$ cat config.mk
export PLATFORM = sky130hd
export DESIGN_NAME = mcp3008_reader
export DESIGN_NICKNAME = d
export VERILOG_FILES = /design/src/rtl/adc_pkg.sv /design/src/rtl/spi_tick_gen.sv /design/src/rtl/mcp3008_reader.sv
export SDC_FILE = /design/constraint.sdc
export NUM_CORES = 1
export LEC_CHECK = 0
export CORE_UTILIZATION = 27
export DETAILED_ROUTE_END_ITERATION = 6
export PLACE_DENSITY = 0.48
export SYNTH_ARGS = -nofsm -noshare
export SYNTH_HDL_FRONTEND = slang
export SYNTH_SLANG_ARGS = --single-unit
$ cat constraint.sdc
create_clock -name clk -period 2.4 [get_ports clk]
set_input_delay 0.48 -clock clk [delete_from_list [all_inputs] [get_ports clk]]
set_output_delay 0.48 -clock clk [all_outputs]
set_load 0.03 [all_outputs]
$ cat src/rtl/adc_pkg.sv
// Shared constants and types for the MCP3008 scanning reader.
package adc_pkg;

    localparam int ADC_BITS     = 10;
    localparam int CMD_BITS     = 5;
    localparam int FRAME_SCLKS  = 17;
    localparam int FRAME_HALVES = 2 * FRAME_SCLKS;

    typedef logic [ADC_BITS-1:0] adc_word_t;

    typedef enum logic [1:0] {
        ST_IDLE,
        ST_SETUP,
        ST_SHIFT,
        ST_GAP
    } adc_state_t;

endpackage

$ cat src/rtl/spi_tick_gen.sv
// Half-period tick for SCLK: one-cycle pulse every CLK_DIV clocks while enabled.
module spi_tick_gen #(
    parameter int CLK_DIV = 6
) (
    input  logic clk,
    input  logic rst,
    input  logic en,
    output logic tick
);

    logic [7:0] cnt;

    assign tick = en && (cnt == 8'(CLK_DIV - 1));

    always_ff @(posedge clk) begin
        if (rst || !en) begin
            cnt <= '0;
        end else if (tick) begin
            cnt <= '0;
        end else begin
            cnt <= cnt + 8'd1;
        end
    end

endmodule

$ cat src/rtl/mcp3008_reader.sv
// Continuous round-robin reader for an MCP3008 ADC over SPI mode 0,0.
// Each frame: SETUP (1 half), SHIFT (34 halves), GAP (2 halves) = 37*CLK_DIV clocks.
module mcp3008_reader
    import adc_pkg::*;
#(
    parameter int CLK_DIV  = 6,
    parameter int CHANNELS = 8
) (
    input  logic                      clk,
    input  logic                      rst,
    input  logic                      ena,
    output logic                      adc_sclk,
    output logic                      adc_csn,
    output logic                      adc_mosi,
    input  logic                      adc_miso,
    output adc_word_t [CHANNELS-1:0]  data,
    output logic                      valid,
    output logic [2:0]                ch,
    output logic                      sweep_done,
    output logic                      busy
);

    localparam logic [5:0] LAST_HALF = 6'(FRAME_HALVES - 1);
    // Rising edge k is entered from half 2k-3; result bits sit on edges 8..17.
    localparam logic [5:0] SAMPLE_LO = 6'(2 * (FRAME_SCLKS - ADC_BITS + 1) - 3);
    localparam logic [5:0] SAMPLE_HI = 6'(2 * FRAME_SCLKS - 3);
    localparam logic [2:0] LAST_CH   = 3'(CHANNELS - 1);

    adc_state_t            state;
    adc_state_t            state_nx;
    logic                  tick;
    logic [5:0]            half_cnt;
    logic                  gap_cnt;
    adc_word_t             shreg;
    logic [5:0]            bit_idx;
    logic [2:0]            cmd_sel;
    logic [CMD_BITS-1:0]   cmd;
    logic                  frame_end;
    logic                  gap_end;
    logic                  sample_now;

    spi_tick_gen #(.CLK_DIV(CLK_DIV)) u_tick (
        .clk  (clk),
        .rst  (rst),
        .en   (state != ST_IDLE),
        .tick (tick)
    );

    assign frame_end  = tick && (state == ST_SHIFT) && (half_cnt == LAST_HALF);
    assign gap_end    = tick && (state == ST_GAP) && gap_cnt;
    assign sample_now = tick && (state == ST_SHIFT) && half_cnt[0]
                        && (half_cnt >= SAMPLE_LO) && (half_cnt <= SAMPLE_HI);

    // Command bit index advances on each falling edge (odd half boundaries).
    assign bit_idx = (half_cnt + 6'd1) >> 1;
    assign cmd_sel = 3'(CMD_BITS - 1) - bit_idx[2:0];
    assign cmd     = {2'b11, ch};

    always_ff @(posedge clk) begin
        if (rst) begin
            state <= ST_IDLE;
        end else begin
            state <= state_nx;
        end
    end

    always_comb begin
        state_nx = state;
        case (state)
            ST_IDLE:  if (ena)       state_nx = ST_SETUP;
            ST_SETUP: if (tick)      state_nx = ST_SHIFT;
            ST_SHIFT: if (frame_end) state_nx = ST_GAP;
            ST_GAP:   if (gap_end)   state_nx = ena ? ST_SETUP : ST_IDLE;
            default:                 state_nx = ST_IDLE;
        endcase
    end

    always_comb begin
        adc_csn  = 1'b1;
        adc_sclk = 1'b0;
        adc_mosi = 1'b0;
        busy     = 1'b0;
        case (state)
            ST_SETUP: begin
                adc_csn  = 1'b0;
                adc_mosi = 1'b1;
                busy     = 1'b1;
            end
            ST_SHIFT: begin
                adc_csn  = 1'b0;
                adc_sclk = ~half_cnt[0];
                adc_mosi = (bit_idx < 6'(CMD_BITS)) ? cmd[cmd_sel] : 1'b0;
                busy     = 1'b1;
            end
            default: ;
        endcase
    end

    always_ff @(posedge clk) begin
        if (rst) begin
            half_cnt <= '0;
            gap_cnt  <= 1'b0;
            ch       <= '0;
        end else begin
            if (state != ST_SHIFT) begin
                half_cnt <= '0;
            end else if (tick) begin
                half_cnt <= frame_end ? 6'd0 : half_cnt + 6'd1;
            end
            if (state != ST_GAP) begin
                gap_cnt <= 1'b0;
            end else if (tick) begin
                gap_cnt <= ~gap_cnt;
            end
            if (gap_end) begin
                ch <= (ch == LAST_CH) ? 3'd0 : ch + 3'd1;
            end
        end
    end

    // Result capture: shift register is only published at frame end.
    always_ff @(posedge clk) begin
        if (rst) begin
            shreg      <= '0;
            data       <= '0;
            valid      <= 1'b0;
            sweep_done <= 1'b0;
        end else begin
            valid      <= frame_end;
            sweep_done <= frame_end && (ch == LAST_CH);
            if (sample_now) begin
                shreg <= {shreg[ADC_BITS-2:0], adc_miso};
            end
            for (int k = 0; k < CHANNELS; k++) begin
                if (frame_end && (ch == 3'(k))) begin
                    data[k] <= shreg;
                end
            end
        end
    end

endmodule

# Word level (Yosys, flattened, before mapping)

Cells that the tools add are included.

Flip-flop bits (word level): 112
Bits in latches: 0
Bits in writable memories: 0
ROM bits: 0
Input port bits: 4
Logic and storage cells: 85
Memories kept: 0

Add/sub/neg operators: 4
Multipliers: 0
Divide/modulo/power cells: 0
Magnitude comparators: 4
Equal/unequal tests: 18
Shifts and indexed selects: 0
Mux-type cells: 15
Bitwise logic cells: 2
Reduce and logical (&&, ||, !) cells: 26

Operators by type and width:

| operator                                                                            | number |
|---|---|
| 1-bit logical AND                                                                   | 16 |
| 3-bit == test, second input constant                                                | 4 |
| 2-bit inequality test, second input constant                                        | 6 |
| 8-bit by 1-bit adder with 8-bit output, second input constant                       | 1 |
| 8-bit by 3-bit == test with 1-bit output, second input constant                     | 1 |
| 2-bit two-way mux                                                                   | 4 |
| 2-bit case mux with 4 select lines                                                  | 1 |
| 2-bit OR reduction                                                                  | 4 |
| 6-bit by 1-bit adder with 6-bit output, second input constant                       | 1 |
| 3-bit by 2-bit == test with 1-bit output, second input constant                     | 2 |
| 6-bit == test, second input constant                                                | 1 |
| 6-bit by 4-bit greater-or-equal comparator with 1-bit output, second input constant | 1 |
| 6-bit by 5-bit <= comparator with 1-bit output, second input constant               | 1 |
| 1-bit two-way mux                                                                   | 6 |
| 6-bit two-way mux                                                                   | 1 |
| 5-bit by 3-bit less-than comparator with 1-bit output, second input constant        | 1 |
| 2-bit == test, second input constant                                                | 2 |
| 3-bit by 4-bit less-than comparator with 1-bit output, second input constant        | 1 |
| 4-bit AND reduction                                                                 | 1 |
| 3-bit by 1-bit adder with 3-bit output, second input constant                       | 1 |
| 1-bit binary-select mux with 3-bit select                                           | 1 |
| 3-bit by 1-bit == test with 1-bit output, second input constant                     | 1 |
| 3-bit logical NOT                                                                   | 1 |
| 3-bit two-way mux                                                                   | 1 |
| other kinds (8)                                                                     | 9 |

# Logic depth before layout (Yosys ltp)

Depth in word-level cells: 6
Gate-level depth with buffers: 8

# By module

Synthesis repeated with hierarchy kept, for this count alone.

Cell total of the unflattened synthesis: 480
Area, all modules: 4693.3 sq um

Modules (own cells, without submodules):

| module         | instances | cells an instance | area an instance (sq um) |
|---|---|---|---|
| mcp3008_reader | 1         | 440               | 4319.1 |
| spi_tick_gen   | 1         | 40                | 374.1 |

# Worst setup path before layout

Ideal clock, no wire load.

Path kind: register -> output
Start: register half_cnt[0]
End: output adc_mosi
Data arrival time: 2.501 ns
Data required time: 1.920 ns
Setup slack: -0.581 ns
Stages on the path, launching flop included: 9
Buffers on the path: 0
Cell sequence: dfxtp_1 -> inv_1 -> ha_1 -> inv_1 -> ha_1 -> mux2i_1 -> a21oi_1 -> mux2i_1 -> o41ai_1

Word-level cells in the longest chain between the ends: 6
Elaborated cells between the ends (all ways): 7
Classes of those cells: 2 x add/sub; 1 x order compare; 4 x mux

RTL lines:

| what                                      | RTL line              | source |
|---|---|---|
| from (decl)                               | mcp3008_reader.sv:32  | `logic [5:0] half_cnt;` |
| from (signal assigned)                    | mcp3008_reader.sv:108 | `half_cnt <= frame_end ? 6'd0 : half_cnt + 6'd1;` |
| 6-bit by 1-bit adder with 6-bit output *  | mcp3008_reader.sv:55  | `assign bit_idx = (half_cnt + 6'd1) >> 1;` |
| 3-bit subtractor                          | mcp3008_reader.sv:56  | `assign cmd_sel = 3'(CMD_BITS - 1) - bit_idx[2:0];` |
| 1-bit binary-select mux with 3-bit select | mcp3008_reader.sv:92  | `adc_mosi = (bit_idx < 6'(CMD_BITS)) ? cmd[cmd_sel] : 1'b0;` |
| 1-bit two-way mux (implied by the code)   | mcp3008_reader.sv:92  |  |
| 1-bit two-way mux *                       | mcp3008_reader.sv:92  |  |
| 1-bit case mux with 2 select lines *      | mcp3008_reader.sv:83  | `case (state)` |
| to (decl)                                 | mcp3008_reader.sv:14  | `output logic adc_mosi,` |

Every way passes the cells marked *; elsewhere a longest branch is shown, timed or not. The select of a mux whose other input is x is not followed.

# Worst setup path after layout

Start: register half_cnt[1]
End: output adc_mosi

Same word-level chain as after synthesis.

==> impl_metrics.toml <==
[route]
via_per_inst = 5.286
finalWirelength_um = 16850
drt-initial-drc-count = 391
number_of_nets_with_antenna_violations_after_detailed_routing = 0
detailroute.via_count = 4874
drt-wirelength-per-cell_um = 18.28
drt-pass1-iter-count = 5
drc = 0

[timing]
period_needed_ns = 2.728
final_critical_path_setup_slack_ns = -0.3277
final_min_period_over_clock_period_pct = 113.7
clock_skew_ns = 0.009411
setup_tns_after_final_layout_ns = -0.3277
slew_violations = 0
grt_setup_unrepaired = "yes"
finalHoldViolations = 0
transition_time_at_the_pin_with_the_least_slew_margin_ns = 0.8550
slew_headroom_pct = 42.94
max_freq_mhz = 366.6
setup_viol_count_final = 1
whs_ns = 0.4727

[global_route]
first_pass_grt_wire_length_um = 25820
antenna_found_initial = 0
grt_use_total_pct = 16.48
grt_pass1_vias = 4662
grt_max_degree = 97
overflow = 0

[die]
floorplan.initialDensity_pct = 27.48
fp.coreArea_mm2 = 0.01946
rows = 51
ports = 93
die_h_um = 142.8
die_width_um = 142.8
floorplan.die_area_mm2 = 0.02038

[synthesis]
synth_enable_flop_cells = 0
synth-seq-cells = 112
synth_flop_cell = "sky130_fd_sc_hd__dfxtp_1"
ys_warn_count = 0
synth_async_sr_flop_share_pct = 0
netlist-cell-type-count = 46
syn_area_mm2 = 0.005349
synth_fp_nets = 615
syn-instance-count = 594
register_area_share_after_synthesis_pct = 41.92
syn_area_per_cell_um2 = 9.005

[pwr]
switching_part_of_the_total_power_pct = 25.74
power_uw = 4172
p_seq_share_pct = 45.7
internal-power_uw = 3098
comb_power_share_pct = 13.5
power.static_leakage_uw = 0.002106
power.density_mw_per_mm2 = 615.5
p_clk_share_pct = 40.9
netSwitchingPower_uw = 1074
ir_drop_uv = 497.5

[cells_and_area]
finalCoreUtilization_pct = 34.82
finish.net_count = 673
drive_gt1_share_pct = 10.65
area_growth_pct = 26.71
antenna_cells_inserted = 0

[flow_run]
cap_viol_max_count = 0

[critical_path]
worstPathRequired_ns = 1.92
worstReg2RegEnd = "state[0]"
worstPathMaxFanout = 4
crit_type = "flop to output port"
worst_r2r_path_depth = 6
worstReg2RegStart = "state[1]"
r2r_setup_slack_ns = 0.13
worstSetupStartpointType = "flop"
setup.worst_path.end_class = "output port"
worstPathArrival_ns = 2.25

[cts]
cts-buffers-inserted = 9
cts_num_sinks = 112
cts.reportedPaths.clkPinSlew_ns = 0.08
cts.hold.buffers_added = 0
cts_tree = "done"
number_of_buffers_on_the_longest_clock_path = 2
clk_root_buffer_cell = "sky130_fd_sc_hd__clkbuf_16"
clk_latency_ns = 0.36
cts-htree-levels = 3

[hold_path]
min_path_type = "flop to flop"
hold_path_startpoint = "data[21]"
worstHoldPathCells = 2
holdPathEnd = "data[21]"

[placed_design]
finalWeightedCongestion = 0.7619
detailed_place_hpwl_um = 10140
place_worst_setup_slack_ns = -0.06732
io_buffer_count = 92

[run_status]
run_status = "finished with violations"
failing_checks = "setup timing"
==> synth_stat cells (2+ instances only) <==
master | count | area share (%)
sky130_fd_sc_hd__mux2i_1 | 4 | 0.75
sky130_fd_sc_hd__nor3_1 | 3 | 0.28
sky130_fd_sc_hd__a21oi_1 | 100 | 9.4
sky130_fd_sc_hd__nand3_1 | 41 | 3.8
sky130_fd_sc_hd__buf_2 | 12 | 1.1
sky130_fd_sc_hd__nand4_1 | 64 | 7.5
sky130_fd_sc_hd__o31ai_1 | 60 | 8.4
sky130_fd_sc_hd__clkbuf_1 | 23 | 1.6
sky130_fd_sc_hd__ha_1 | 17 | 4.0
sky130_fd_sc_hd__xor2_1 | 7 | 1.1
sky130_fd_sc_hd__nor2_1 | 12 | 0.84
sky130_fd_sc_hd__and3_1 | 3 | 0.35
sky130_fd_sc_hd__inv_1 | 17 | 1.2
sky130_fd_sc_hd__a31oi_1 | 2 | 0.23
sky130_fd_sc_hd__o21ai_0 | 31 | 2.9
sky130_fd_sc_hd__nand2_1 | 16 | 1.1
sky130_fd_sc_hd__or2_2 | 2 | 0.23
sky130_fd_sc_hd__nor2b_1 | 2 | 0.23
sky130_fd_sc_hd__nor4b_2 | 2 | 0.56
sky130_fd_sc_hd__or3_1 | 2 | 0.23
sky130_fd_sc_hd__and3_2 | 2 | 0.28
sky130_fd_sc_hd__dfxtp_1 | 112 | 42
sky130_fd_sc_hd__buf_6 | 32 | 6.7
sky130_fd_sc_hd__xnor2_1 | 5 | 0.82
sky130_fd_sc_hd__or4b_1 | 2 | 0.37
==> repair_timing <==
action | 4_1_cts | 5_1_grt
cloned | 0 | 2
setup buffers | 0 | 1
setup endpoints to repair | 4 | 82
resized for setup | 11 | 8
pin swaps | 3 | 1
==> per-stage QoR <==
stage,instance area [um^2],cells
floorplan,5395,594
global placement,6325,903
detailed placement,6325,903
CTS,6703,919
global route,6778,922
finish,6778,922
==> metal layers <==
| layer | share of wire [%] | GRT usage [%] | vias up |
|---|---|---|---|
| li1 | - | - | 2321 |
| met4 | 1.2 | 4.980 | 0 |
| met5 | 0 | 0 | - |
| met2 | 47 | 26.16 | 184 |
| met3 | 7.6 | 4.762 | 16 |
| met1 | 44 | 21.49 | 2353 |
==> power groups by stage <==
stage / logic (uW) / clock network (uW) / registers, uW
floorplan: 371 / 0 / 1950
global placement: 560 / 0 / 1940
detailed placement: 578 / 0 / 1950
CTS: 557 / 1750 / 1900
global route: 609 / 1820 / 1910
finish: 563 / 1700 / 1900
==> worst max-delay path, cell delays in order (launching register included) <==
cell and delay, ns:
sky130_fd_sc_hd__dfxtp_4 0.37, sky130_fd_sc_hd__ha_4 0.18, sky130_fd_sc_hd__buf_4 0.14, sky130_fd_sc_hd__and3_2 0.23, sky130_fd_sc_hd__xnor2_1 0.13, sky130_fd_sc_hd__a311o_1 0.33, sky130_fd_sc_hd__o41ai_4 0.36, sky130_fd_sc_hd__buf_12 0.16
==> state kept, by name (all words and copies together), names as in the netlist <==
signal      flops
ch              3
data           80
gap_cnt         1
half_cnt        6
shreg          10
state           2
sweep_done      1
u_tick.cnt      8
valid           1
==> cell usage in the layout (no fill, tap or decap), types with 2 or more instances in the layout <==
cell / instances
sky130_fd_sc_hd__nand4_1: 64
sky130_fd_sc_hd__nor2_1: 12
sky130_fd_sc_hd__nand3_1: 41
sky130_fd_sc_hd__inv_6: 2
sky130_fd_sc_hd__dlygate4sd2_1: 3
sky130_fd_sc_hd__dfxtp_2: 2
sky130_fd_sc_hd__clkdlybuf4s50_1: 87
sky130_fd_sc_hd__ha_4: 4
sky130_fd_sc_hd__o31ai_1: 60
sky130_fd_sc_hd__a21oi_1: 100
sky130_fd_sc_hd__buf_4: 20
sky130_fd_sc_hd__buf_12: 4
sky130_fd_sc_hd__nor3_1: 3
sky130_fd_sc_hd__ha_1: 13
sky130_fd_sc_hd__xor2_1: 6
sky130_fd_sc_hd__a31oi_1: 2
sky130_fd_sc_hd__or3_1: 2
sky130_fd_sc_hd__inv_2: 3
sky130_fd_sc_hd__bufinv_16: 2
sky130_fd_sc_hd__dfxtp_1: 108
sky130_fd_sc_hd__dfxtp_4: 2
sky130_fd_sc_hd__o21ai_0: 31
sky130_fd_sc_hd__clkbuf_8: 2
sky130_fd_sc_hd__or2_2: 2
sky130_fd_sc_hd__clkbuf_16: 10
sky130_fd_sc_hd__mux2i_1: 4
sky130_fd_sc_hd__and3_1: 3
sky130_fd_sc_hd__nand2_1: 16
sky130_fd_sc_hd__nor2b_1: 2
sky130_fd_sc_hd__xnor2_1: 4
sky130_fd_sc_hd__inv_1: 14
sky130_fd_sc_hd__or4b_4: 2
==> logic make-up (layout without fill, tap and decap cells) <==
family                     count (synthesis)  after routing  share of synthesized area [%]
AOI/OAI and AO/OA                        202            202                          22.83
and+or+nand+nor                          159            159                          17.36
DFF                                      112            112                          41.92
buffers and inverters                     88            151                          11.20
adders and majority gates                 17             17                          3.977
xor gates and xnor gates                  12             12                          1.965
muxes                                      4              4                         0.7486
==> how the worst max path moves through the flow <==
stage                           start       end  slack, ns  depth (start not counted)
after detailed placement  half_cnt[1]  adc_mosi      -0.07                          9
final                     half_cnt[1]  adc_mosi      -0.33                          7
after CTS                 half_cnt[1]  adc_mosi      -0.33                          8
after global placement    half_cnt[1]  adc_mosi     -0.002                          9
after floorplan           half_cnt[0]  adc_mosi      0.002                          8
after global routing      half_cnt[1]  adc_mosi      -0.40                          7
==> final cells by class <==
class	instances	area [um^2]
Clock buffer	11	252.7
Clock inverter	5	86.33
Fill cell	1985	12680
Inverter	18	67.56
Multi-Input combinational cell	394	2619
Sequential cell	112	2252
Tap cell	265	331.6
Timing Repair Buffer	117	1169
(Power assumes the default switching activity.)
